<file path="src/rtl/note_scheduler_pkg.sv">
// Shared definitions for the note field: scheduler state encoding, column
// count, divider width and the note LFSR step function.
package note_scheduler_pkg;

  typedef enum logic [1:0] {
    S_IDLE  = 2'd0,
    S_PLAY  = 2'd1,
    S_DRAIN = 2'd2,
    S_DONE  = 2'd3
  } sched_state_t;

  localparam int NUM_COLS = 4;
  localparam int DIV_W    = 24;

  // x^8+x^6+x^5+x^4+1 -> feedback from register bits 7,5,4,3
  localparam logic [7:0] LFSR_TAPS = 8'hB8;

  // Fibonacci step: shift left, XOR of tapped bits enters at bit 0
  function automatic logic [7:0] lfsr_next(input logic [7:0] l);
    return {l[6:0], ^(l & LFSR_TAPS)};
  endfunction

endpackage

</file>
<file path="src/rtl/note_scheduler_beat_divider.sv">
// Beat divider: counts 0..PERIOD-1 while EN, wrapping at PERIOD-1.
//  CLOCK, RESET : clock, async active-high reset
//  EN           : count enable (playing and not paused)
//  CLR          : synchronous clear, wins over EN
//  PERIOD       : cycles per beat (>= 2)
//  TICK         : combinational, high on the enabled terminal cycle; the
//                 owner registers it so beat state updates with the strobe
module beat_divider #(
  parameter int W = 24
) (
  input  logic         CLOCK,
  input  logic         RESET,
  input  logic         EN,
  input  logic         CLR,
  input  logic [W-1:0] PERIOD,
  output logic         TICK
);

  logic [W-1:0] cnt;
  logic         term;

  assign term = (cnt == PERIOD - W'(1));
  assign TICK = EN && !CLR && term;

  always_ff @(posedge CLOCK or posedge RESET) begin
    if (RESET)      cnt <= '0;
    else if (CLR)   cnt <= '0;
    else if (EN)    cnt <= term ? '0 : cnt + W'(1);
  end

endmodule

</file>
<file path="src/rtl/note_scheduler.sv">
// Note scheduler: times the beat, picks at most one arrow column per beat
// for a new note and strobes the column light chains.
//  CLOCK, RESET : clock, async active-high reset
//  START        : level; rising edge starts a song from IDLE or DONE
//  PAUSE        : level; freezes divider, LFSR and counters
//  SPEED        : beat period = BEAT_DIV >> SPEED, latched at start
//  SPAWN        : zero/one-hot column vector, held between beats
//  STEP         : one-cycle pulse per beat
//  PLAYING      : song running (PLAY or DRAIN)
//  DONE         : song finished
//  BEAT_CNT     : beats elapsed in this song, saturating
// SONG_LEN and ROWS must fit in 8 bits.
module note_scheduler
  import note_scheduler_pkg::*;
#(
  parameter int         BEAT_DIV = 12_500_000,
  parameter int         SONG_LEN = 64,
  parameter int         ROWS     = 8,
  parameter logic [7:0] SEED     = 8'hA5
) (
  input  logic                CLOCK,
  input  logic                RESET,
  input  logic                START,
  input  logic                PAUSE,
  input  logic [1:0]          SPEED,
  output logic [NUM_COLS-1:0] SPAWN,
  output logic                STEP,
  output logic                PLAYING,
  output logic                DONE,
  output logic [7:0]          BEAT_CNT
);

  localparam logic [7:0] LAST_BEAT  = 8'(SONG_LEN - 1);
  localparam logic [7:0] LAST_DRAIN = 8'(ROWS - 1);

  sched_state_t     state, state_nxt;
  logic             start_q, start_rise, go, active, tick;
  logic [DIV_W-1:0] period;
  logic [7:0]       lfsr, drain_cnt;

  assign start_rise = START && !start_q;
  assign active     = (state == S_PLAY) || (state == S_DRAIN);
  // START rise only counts when no song is running
  assign go         = start_rise && !active;

  beat_divider #(.W(DIV_W)) u_div (
    .CLOCK  (CLOCK),
    .RESET  (RESET),
    .EN     (active && !PAUSE),
    .CLR    (go),
    .PERIOD (period),
    .TICK   (tick)
  );

  always_ff @(posedge CLOCK or posedge RESET) begin
    if (RESET) state <= S_IDLE;
    else       state <= state_nxt;
  end

  always_comb begin
    state_nxt = state;
    case (state)
      S_IDLE, S_DONE: if (start_rise)                     state_nxt = S_PLAY;
      S_PLAY:         if (tick && BEAT_CNT == LAST_BEAT)  state_nxt = S_DRAIN;
      S_DRAIN:        if (tick && drain_cnt == LAST_DRAIN) state_nxt = S_DONE;
      default:                                            state_nxt = S_IDLE;
    endcase
  end

  always_comb begin
    PLAYING = active;
    DONE    = (state == S_DONE);
  end

  // Beat datapath: everything moves on the same edge that raises STEP
  always_ff @(posedge CLOCK or posedge RESET) begin
    if (RESET) begin
      start_q   <= 1'b0;
      period    <= '0;
      lfsr      <= SEED;
      BEAT_CNT  <= '0;
      drain_cnt <= '0;
      SPAWN     <= '0;
      STEP      <= 1'b0;
    end else begin
      start_q <= START;
      STEP    <= tick;
      if (go) begin
        period    <= DIV_W'(BEAT_DIV) >> SPEED;
        lfsr      <= SEED;
        BEAT_CNT  <= '0;
        drain_cnt <= '0;
        SPAWN     <= '0;
      end else if (tick) begin
        lfsr <= lfsr_next(lfsr);
        if (state == S_PLAY) begin
          // Top two bits gate the note, low two bits choose the column
          SPAWN <= (lfsr[7:6] != 2'b00) ? (NUM_COLS'(1) << lfsr[1:0]) : '0;
          if (BEAT_CNT != 8'hFF) BEAT_CNT <= BEAT_CNT + 8'd1;
        end else begin
          SPAWN     <= '0;
          drain_cnt <= drain_cnt + 8'd1;
        end
      end
    end
  end

endmodule

</file>
<file path="config.mk">
export PLATFORM = sky130hd
export DESIGN_NAME = note_scheduler
export DESIGN_NICKNAME = d
export VERILOG_FILES = /design/src/rtl/note_scheduler_pkg.sv /design/src/rtl/note_scheduler_beat_divider.sv /design/src/rtl/note_scheduler.sv
export SDC_FILE = /design/constraint.sdc
export NUM_CORES = 1
export LEC_CHECK = 0
export BUFFER_PORTS_ARGS = -buffer_cell sky130_fd_sc_hd__buf_2
export CORE_MARGIN = 2
export CORE_UTILIZATION = 50
export DETAILED_ROUTE_END_ITERATION = 10
export PLACE_DENSITY = 0.7
export SLEW_MARGIN = 5
export SYNTH_ARGS = -nofsm -noshare
export SYNTH_HDL_FRONTEND = slang
export SYNTH_SLANG_ARGS = --single-unit
</file>
<file path="constraint.sdc">
create_clock -name CLOCK -period 3.21 [get_ports CLOCK]
set_input_delay 0 -clock CLOCK [delete_from_list [all_inputs] [get_ports CLOCK]]
set_output_delay 0 -clock CLOCK [all_outputs]
set_load 0.005 [all_outputs]
</file>
Word level (Yosys, flattened, before mapping)
Cells that the tools add are included.
{ "word_totals": {"input_bits": 6, "mem_bits_rw": 0, "rom_bits": 0, "output_inout_bits": 15, "regBits": 80, "mem_count": 0, "latch_bits": 0} }
{ "op_classes": {"bitwise_logic": 0, "n_eq_ne": 11, "reduce_logical": 23, "multipliers": 0, "muxes": 20, "n_shift": 2, "add_sub_neg": 4, "div": 0, "n_lt_le_gt_ge": 0} }
{ "op_table": {"columns": ["cell", "n"], "rows": [
  ["$mux 24", 3],
  ["$mux 8", 9],
  ["$add 24x1->24 const B", 1],
  ["$eq 24x24->1", 1],
  ["$shr 24x2->24 const A", 1],
  ["$sub 24x1->24 const B", 1],
  ["$add 8x1->8 const B", 2],
  ["$mux 4", 4],
  ["$reduce_bool 2->1", 5],
  ["$eq 8x3->1 const B", 1],
  ["$eq 8x6->1 const B", 1],
  ["$ne 8x8->1 const B", 1],
  ["$reduce_xor 8->1", 1],
  ["$logic_and 1x1->1", 7],
  ["$mux 2", 3],
  ["$pmux 2 s3", 1],
  ["$reduce_and 3->1", 2],
  ["$eq 2x2->1 const B", 2],
  ["$logic_not 1->1", 4],
  ["$ne 2x1->1 const B", 2],
  ["$ne 2x2->1 const B", 2],
  ["$shl 1x2->4 const A", 1],
  ["$eq 2x1->1 const B", 1],
  ["$logic_not 2->1", 1],
  ["other kinds (3)", 3]
]} }

Depth between registers and ports, before layout
Gate-level depths: netlist of the first run.
{ "logic_depth": {"word_depth": 10, "depth_mapped": 13, "depth_no_buf": 10} }

Cells and area by module
From an unflattened synthesis of the first run, not the netlist that was laid out.
{ "hier_totals": {"cells_unflattened": 486, "hier_area_um2": 4314.1} }
{ "modules_own_cells": {"columns": ["module", "n_inst", "area_each_um2", "seq_area_each_um2", "cells_per_inst"], "rows": [
  ["beat_divider", 1, 2253.4, 600.6, 282],
  ["note_scheduler", 1, 2060.7, 1106.1, 204]
]} }

Worst setup path after synthesis of the first run
No wires, ideal clock.
{ "synth_timing": {"path_type": "register -> register", "startpoint": "register period[7]", "endpoint": "register drain_cnt[4]", "slack_ns": -0.060, "required_time_ns": 3.141, "stages_incl_launch_ff": 13, "synth_period_minus_slack_ns": 3.270, "setup_ns": 0.069, "t_arrival_ns": 3.201, "path_cell_list": "dfrtp_1 buf_6 inv_1 ha_1 nor3b_4 nand2_1 a32o_1 or4_4 a2111oi_4 nand3_2 buf_2 or4_1 nand3_1"} }
{ "synth_between": {"elab_chain_len": 5} }
{ "synth_rtl": {"columns": ["element", "line_no", "text"], "rows": [
  ["from (decl)", "note_scheduler.sv:38", "logic [DIV_W-1:0] period;"],
  ["from (signal assigned)", "note_scheduler.sv:89", "period <= DIV_W'(BEAT_DIV) >> SPEED;"],
  ["$sub 24x1->24", "note_scheduler_beat_divider.sv:22", "assign term = (cnt == PERIOD - W'(1));"],
  ["$eq 24x24->1", "note_scheduler_beat_divider.sv:22", null],
  ["$logic_and 1x1->1", "note_scheduler_beat_divider.sv:23", "assign TICK = EN && !CLR && term;"],
  ["$reduce_bool 2->1 (no source line)", null, null],
  ["$reduce_and 2->1 (no source line)", null, null],
  ["to (signal assigned)", "note_scheduler.sv:102", "drain_cnt <= drain_cnt + 8'd1;"],
  ["to (decl)", "note_scheduler.sv:39", "logic [7:0] lfsr, drain_cnt;"]
]} }
Every way passes these cells.
A chain may end at the register's enable or synchronous reset.

Worst setup path in the final report of the first run
{ "layout_timing": {"startpoint": "register period[7]", "endpoint": "register BEAT_CNT[3]"} }
{ "layout_between": {"elab_chain_len": 5} }
{ "layout_rtl": {"columns": ["element", "line_no", "text"], "rows": [
  ["$sub 24x1->24", "note_scheduler_beat_divider.sv:22", null],
  ["$eq 24x24->1", "note_scheduler_beat_divider.sv:22", null],
  ["$logic_and 1x1->1", "note_scheduler_beat_divider.sv:23", null],
  ["$reduce_bool 2->1 (no source line)", null, null],
  ["$reduce_and 3->1 (no source line)", null, null],
  ["to (signal assigned)", "note_scheduler.sv:99", "if (BEAT_CNT != 8'hFF) BEAT_CNT <= BEAT_CNT + 8'd1;"],
  ["to (decl)", "note_scheduler.sv:30", "output logic [7:0] BEAT_CNT"]
]} }
Every way passes these cells.

==> impl_metrics.yaml, run 1 <==
sta:
  whs_ns: 0.1814
  drv_slew: 0
  period_minus_slack_ns: 3.043
  fmax_mhz: 328.6
  setup_tns_ns: 0
  max-slew-margin-rel: 0.5736
  rsz_0062_raised_after_global_routing: "false"
  worst_pin_slew_ns: 0.6381
  report.final.hold_viol_count: 0
  final.period_utilization: 0.9480
  clock_skew_ns: 0.01384
  setup-violations-final: 0
worst_setup_path:
  critical-path-top-delay-family: "simple AND/OR/NAND/NOR gates"
  crit_path_max_fanout: 40
  crit_arrival_ns: 3.30
  path_cells: "buf_4 > nor4_1 > nand4b_1 > a32oi_1 > nand3_1 > a2111oi_4 > nand3_2 > buf_12 > or4_1 > a21oi_1"
  critical-path-slowest-cell: "sky130_fd_sc_hd__or4_1"
  cp-start-kind: "register"
  critPathMaxStageDelay_ns: 0.50
  worst-path-buf-inv: 2
  worst_setup_end_kind: "register"
  critPathRequiredTime_ns: 3.47
  path_class: "reg2reg"
logic_synthesis:
  largest_area_contributor_in_the_netlist: "sky130_fd_sc_hd__dfrtp_1"
  syn-mean-instance-area_um2: 9.046
  ys_async_sr_fraction: 1.000
  yosysSeqAreaShare: 0.4165
  synth.distinct_cells: 59
  syn_nets: 467
  area_of_the_mapped_netlist_um2: 4098
  ys_ff_latch: 68
  synth-edff-count: 0
  synth_warnings: 0
  synth_cells: 453
  post-synth-top-area-fraction: 0.3908
  ys.flop_type: "sky130_fd_sc_hd__dfrtp_1"
  synth.top_cells.by_area: "sky130_fd_sc_hd__dfrtp_1, sky130_fd_sc_hd__nand2_1, sky130_fd_sc_hd__xnor2_1"
drt:
  number_of_nets_with_antenna_violations_after_routing: 0
  drt-vias-per-instance: 6.013
  wirelength_mm: 9.678
  dr.first_iter.drc_count: 143
  first_pass_iters: 5
  vias: 3578
  remaining_drc_errors: 0
  avgRoutedWirePerCell_um: 16.27
flow_run:
  maxCapViolations: 0
floorplanning:
  die_width_um: 94.53
  io-pin-count: 21
  std_cell_rows: 33
  die_area_um2: 8936
  initial_utilization: 0.5063
  core-area_um2: 8093
  fp.dieH_um: 94.53
power_and_ir_drop:
  irDropWorstVdd_mv: 0.2493
  power_per_cell_area_nw_per_um2: 396.7
  power.static_leakage_uw: 0.002081
layout:
  final_util: 0.5751
  flow.area_growth_from_synthesis_pct: 13.59
  finish.cell_count_without_fillers: 595
  fill_cells: 728
  multi_input_area_um2: 2223
  num_antenna_cells: 0
  nets: 499
  layout.area.seq_um2: 1707
  post_route_cells_drive_above_1_share: 0.1653
grt:
  pin_count_of_the_biggest_net_entering_global_routing: 50
  antenna_found_initial: 0
  grt_usage: 0.2376
  grt_pass1_wl_mm: 16.74
  first_global_vias: 3437
  grt_overflow: 0
cts:
  clock_transition_at_path_regs_ns: 0.08
  clk-insertion-delay-late_ns: 0.34
  clockRootBuffer: "sky130_fd_sc_hd__clkbuf_8"
  tritoncts.num_buffers: 9
  clkSinkCount: 68
  post_cts_buffers: 0
  cts_buffer_depth: 2
  tritoncts: "done"
  clock_tree.htree_level_count: 3
placed_design:
  placedCellCount: 575
  post-dp-hpwl_mm: 6.990
  place.gp.congestion: 0.8432
  place.port_buffers: 20
min_path:
  hold_path.class: "in2reg"
status:
  result_of_the_run: "complete, no violations"
[flip-flops by register name (all words and copies together), names as in the netlist, 2 cells and up]
signal,cells
u_div.cnt,24
drain_cnt,8
state,2
lfsr,8
BEAT_CNT,8
SPAWN,4
period,12
[placed cells by master, fill, tap and decap left out, drive strengths merged, types with 4 or more instances in the layout]
cell type	instances
nor4	8
buf	41
clkinv	4
nand3	23
ha	8
or4	7
o211ai	12
mux2i	5
a21o	8
nor2	19
nand4	10
xor2	9
inv	23
dfstp	4
nand2b	11
a21oi	23
a41oi	5
o21ai	16
or2	5
a32o	6
nand4b	4
xnor2	16
o31ai	6
dfrtp	64
or3	4
nor3	11
a31oi	18
clkbuf	10
nand2	48
dlygate4sd3	4
and3	16
a211oi	4
[report_power, final]
group	internal, uW	switching [uW]	leakage (uW)
Combinational	90.5	116	0.00111
Sequential	894	50.6	0.000873
Clock	359	337	0.0000962
[logic make-up (layout without fill, tap and decap cells)]
| family | Yosys count | in the layout | share of synthesized area |
|---|---|---|---|
| simple gates | 179 | 179 | 0.2366 |
| compound gates | 119 | 119 | 0.2012 |
| flops | 68 | 68 | 0.4165 |
| buf+inv | 47 | 84 | 0.05007 |
| xor+xnor | 25 | 25 | 0.05344 |
| fa+ha+maj | 8 | 8 | 0.02443 |
| mux | 7 | 7 | 0.01771 |
[per-stage QoR]
stage / setup WS, ns / area (um^2) / total power (uW)
after detailed placement: 0.06820 / 4384 / 1158
final: 0.1669 / 4654 / 1847
after global routing: 0.009216 / 4654 / 1941
after floorplan: 0.06757 / 4098 / 1099
after global placement: 0.1384 / 4384 / 1148
after CTS: 0.06044 / 4617 / 1857
[repair_timing]
item	in CTS	in global routing
hold buffers	4	0
gates resized for setup	0	7
hold endpoints to repair	25	0
setup endpoints to repair	0	17
[area by class of cell]
class / count / area share
multi-input cells: 338 / 0.4777
flip-flops and latches: 68 / 0.3667
repair buffers: 45 / 0.06747
well taps: 105 / 0.02823
clock buffers: 10 / 0.02742
inverters: 23 / 0.01855
clock inverters: 6 / 0.01398
[per-layer routing]
layer	track usage	up-vias	share of wire
li1	-	1739	-
met1	0.3081	1740	0.45
met2	0.4018	85	0.50
met3	0.05427	14	0.042
met4	0.06280	0	0.016
met5	0	-	0
[tightest hold or removal path, cell delays in order]
cell                      delay, ns
sky130_fd_sc_hd__buf_2         0.10
sky130_fd_sc_hd__or2_2         0.16
sky130_fd_sc_hd__a21oi_4       0.09
sky130_fd_sc_hd__nand2_1       0.06
sky130_fd_sc_hd__a31oi_1       0.07
[path summary, 6_finish.rpt]
check / from / to / slack, ns / depth (start not counted)
hold / removal: PAUSE / u_div.cnt[22]$_DFFE_PP0P_ / 0.18 / 5
min in group asynchronous: RESET / drain_cnt[6]$_DFFE_PP0P_ / 0.19 / 3
setup reg to reg: period[7]$_DFFE_PP0P_ / BEAT_CNT[3]$_DFFE_PP0P_ / 0.17 / 10
max in group asynchronous: RESET / state[0]$_DFFE_PP0P_ / 2.05 / 4
hold reg to reg: SPAWN[1]$_DFFE_PP0P_ / SPAWN[1]$_DFFE_PP0P_ / 0.50 / 1
setup / recovery: period[7]$_DFFE_PP0P_ / BEAT_CNT[3]$_DFFE_PP0P_ / 0.17 / 10
[cells in the mapped netlist (3+ instances only)]
library cell and instances:
sky130_fd_sc_hd__nor3_1 11, sky130_fd_sc_hd__buf_2 5, sky130_fd_sc_hd__nand3b_1 3, sky130_fd_sc_hd__or4_1 6, sky130_fd_sc_hd__and2_1 3, sky130_fd_sc_hd__nand4b_1 4
sky130_fd_sc_hd__inv_1 23, sky130_fd_sc_hd__nor4_1 8, sky130_fd_sc_hd__a41oi_1 5, sky130_fd_sc_hd__or3_1 4, sky130_fd_sc_hd__nand4_1 10, sky130_fd_sc_hd__and3_1 16
sky130_fd_sc_hd__nand2_1 48, sky130_fd_sc_hd__a21oi_1 23, sky130_fd_sc_hd__nand3_1 22, sky130_fd_sc_hd__nand2b_1 11, sky130_fd_sc_hd__a31oi_1 18, sky130_fd_sc_hd__a211oi_1 4
sky130_fd_sc_hd__or2_2 5, sky130_fd_sc_hd__mux2i_1 5, sky130_fd_sc_hd__clkbuf_1 11, sky130_fd_sc_hd__dfstp_2 4, sky130_fd_sc_hd__xor2_1 9, sky130_fd_sc_hd__ha_1 8
sky130_fd_sc_hd__o21ai_0 16, sky130_fd_sc_hd__a21o_1 8, sky130_fd_sc_hd__xnor2_1 16, sky130_fd_sc_hd__nor2_1 19, sky130_fd_sc_hd__buf_1 4, sky130_fd_sc_hd__o31ai_1 6
sky130_fd_sc_hd__a32o_1 6, sky130_fd_sc_hd__o211ai_1 12, sky130_fd_sc_hd__o22ai_1 3, sky130_fd_sc_hd__dfrtp_1 64, sky130_fd_sc_hd__o21a_1 3
Power figures use the tool's default switching activity.
==> run 2, diff against run 1 <==
ABC_AREA = 1   (was unset)
CORE_MARGIN = unset   (was 2)
==> impl_metrics.yaml, run 2 <==
layout:
  registers.top_by_ff_count: "u_div.cnt"
  multi_input_area_um2: 2392
  final_util: 0.5820
  largestRegisters: "u_div.cnt x24, period x12"
  post_route_cells_drive_above_1_share: 0.1440
  most_common_cell_after_layout_fill_and_taps_aside: "sky130_fd_sc_hd__nand2_1"
  flow.area_growth_from_synthesis_pct: 10.14
  postLayoutCellArea_um2: 4878
  fill_cells: 793
  most-common-layout-cells: "sky130_fd_sc_hd__nand2_1, sky130_fd_sc_hd__inv_1, sky130_fd_sc_hd__dfrtp_1"
  layout.area.seq_um2: 1707
  nets: 634
  num_antenna_cells: 0
  largest_register_ff_count: 24
drt:
  first_pass_iters: 4
  dr.first_iter.drc_count: 178
  wirelength_mm: 10.92
  avgRoutedWirePerCell_um: 14.96
  vias: 4057
  number_of_nets_with_antenna_violations_after_routing: 0
  remaining_drc_errors: 0
  drt-vias-per-instance: 5.558
cts:
  tritoncts: "done"
  post_cts_buffers: 0
  tritoncts.num_buffers: 9
  cts_buffer_depth: 2
  clockRootBuffer: "sky130_fd_sc_hd__clkbuf_8"
  clock_tree.htree_level_count: 3
  clk-insertion-delay-late_ns: 0.36
  clock_transition_at_path_regs_ns: 0.08
  clkSinkCount: 68
worst_setup_path:
  crit_path_max_fanout: 16
  crit_arrival_ns: 2.82
  path_class: "reg2reg"
  worst_setup_end_kind: "register"
  critPathRequiredTime_ns: 3.45
  cp-start-kind: "register"
logic_synthesis:
  ys_ff_latch: 68
  ys_async_sr_fraction: 1.000
  ys_top_cells_by_count: "sky130_fd_sc_hd__nand2_1, sky130_fd_sc_hd__inv_1, sky130_fd_sc_hd__dfrtp_1"
  post-synth-top-area-fraction: 0.3616
  syn-mean-instance-area_um2: 7.507
  yosysSeqAreaShare: 0.3853
  synth_cells: 590
  synth_most_common_cell: "sky130_fd_sc_hd__nand2_1"
  synth.top_cells.by_area: "sky130_fd_sc_hd__dfrtp_1, sky130_fd_sc_hd__nand2_1, sky130_fd_sc_hd__inv_1"
  syn_nets: 604
  area_of_the_mapped_netlist_um2: 4429
  synth.distinct_cells: 41
  synth-edff-count: 0
  ys.flop_type: "sky130_fd_sc_hd__dfrtp_1"
  largest_area_contributor_in_the_netlist: "sky130_fd_sc_hd__dfrtp_1"
  synth_warnings: 0
grt:
  pin_count_of_the_biggest_net_entering_global_routing: 46
  antenna_found_initial: 0
  first_global_vias: 4064
  grt_overflow: 0
  grt_pass1_wl_mm: 18.53
  grt_usage: 0.2630
placed_design:
  place.port_buffers: 20
  postPlaceCellArea_um2: 4663
  post-dp-hpwl_mm: 8.251
  place.gp.congestion: 0.9222
sta:
  setup-violations-final: 0
  rsz_0062_raised_after_global_routing: "false"
  whs_ns: 0.02363
  drv_slew: 0
  worst_pin_slew_ns: 0.9445
  final.period_utilization: 0.8052
  setup_tns_ns: 0
  period_minus_slack_ns: 2.585
  report.final.hold_viol_count: 0
  clock_skew_ns: 0.01644
  fmax_mhz: 386.9
  max-slew-margin-rel: 0.3694
status:
  result_of_the_run: "complete, no violations"
power_and_ir_drop:
  irDropWorstVdd_mv: 0.4438
  total_power_uw: 3958
  power_per_cell_area_nw_per_um2: 811.3
  power.static_leakage_uw: 0.002324
flow_run:
  maxCapViolations: 0
floorplanning:
  fp.dieH_um: 96.12
  std_cell_rows: 33
  die_area_um2: 9239
  io-pin-count: 21
  initial_utilization: 0.5284
  core-area_um2: 8382
  die_width_um: 96.12
min_path:
  hold_path.class: "in2reg"
[run 2: cell types whose count changed after synthesis, moves of 10 or more]
cell and delta:
sky130_fd_sc_hd__a21oi_1 -15, sky130_fd_sc_hd__inv_1 +50, sky130_fd_sc_hd__o22ai_1 +13, sky130_fd_sc_hd__nand3_1 +29
sky130_fd_sc_hd__o211ai_1 -10, sky130_fd_sc_hd__nor2_1 +30, sky130_fd_sc_hd__a31oi_1 -16, sky130_fd_sc_hd__nand2_1 +100
sky130_fd_sc_hd__o21ai_0 +20, sky130_fd_sc_hd__xor2_1 +16, sky130_fd_sc_hd__and3_1 -15, sky130_fd_sc_hd__nand2b_1 -11
[run 2: cell families after synthesis]
kind of cell / Yosys count / share of synthesized area
compound gates: 85 / 0.1130
simple gates: 309 / 0.3362
flops: 68 / 0.3853
buf+inv: 86 / 0.07571
fa+ha+maj: 8 / 0.02260
xor+xnor: 34 / 0.06723
[run 2: cell type report]
class	count	share of cell area
inverters	76	0.05899
flip-flops and latches	68	0.3498
clock buffers	11	0.02693
clock inverters	5	0.01103
multi-input cells	436	0.4904
well taps	105	0.02693
repair buffers	29	0.03591
[run 2: where the power goes]
group	switching [uW]	internal, uW
sequential	333	1110
clock	345	357
combinational	1190	626
[run 2: worst max-delay path, cell delays in order (launching register included)]
cell	delay, ns
sky130_fd_sc_hd__dfrtp_1	0.48
sky130_fd_sc_hd__inv_4	0.13
sky130_fd_sc_hd__ha_1	0.26
sky130_fd_sc_hd__nand2_2	0.09
sky130_fd_sc_hd__nor2_4	0.15
sky130_fd_sc_hd__o21ai_1	0.08
sky130_fd_sc_hd__nand2_1	0.08
sky130_fd_sc_hd__nand2_1	0.05
sky130_fd_sc_hd__nor2_1	0.08
sky130_fd_sc_hd__nand2_1	0.06
sky130_fd_sc_hd__nor2_1	0.08
sky130_fd_sc_hd__nand3_1	0.12
sky130_fd_sc_hd__nor2_4	0.21
sky130_fd_sc_hd__nand2_4	0.15
sky130_fd_sc_hd__nand2_8	0.12
sky130_fd_sc_hd__nand2_4	0.14
sky130_fd_sc_hd__nand2_1	0.11
sky130_fd_sc_hd__o21ai_2	0.05
[run 2: final timing paths]
kind / depth (start not counted) / from / endpoint / slack [ns]
setup / recovery: 17 / period[7]$_DFFE_PP0P_ / drain_cnt[2]$_DFFE_PP0P_ / 0.63
hold / removal: 3 / SPEED[1] / period[16]$_DFFE_PP0P_ / 0.02
setup reg to reg: 17 / period[7]$_DFFE_PP0P_ / drain_cnt[2]$_DFFE_PP0P_ / 0.63
hold reg to reg: 2 / lfsr[7]$_DFFE_PP1P_ / lfsr[7]$_DFFE_PP1P_ / 0.49
max in group asynchronous: 4 / RESET / period[21]$_DFFE_PP0P_ / 1.93
min in group asynchronous: 3 / RESET / BEAT_CNT[5]$_DFFE_PP0P_ / 0.41
[run 2: stage by stage]
| step | instances | setup WS (ns) |
|---|---|---|
| 5_1_grt | 730 | 0.3108 |
| 3_5_place_dp | 711 | 0.6510 |
| 6_report | 730 | 0.6255 |
| 3_3_place_gp | 711 | 0.7227 |
| 2_1_floorplan | 590 | 0.8879 |
| 4_1_cts | 730 | 0.6239 |
[run 2: what timing repair did]
action,in CTS,in global routing
resized for setup,0,0
hold buffers,3,0
endpoints found under the hold margin,42,0
[run 2: per-layer routing]
layer,GRT usage,vias up,wire length [um]
li1,-,1986,-
met1,0.3189,1953,4852
met2,0.4651,94,5406
met3,0.03555,24,368
met4,0.1107,0,297
met5,0,-,0
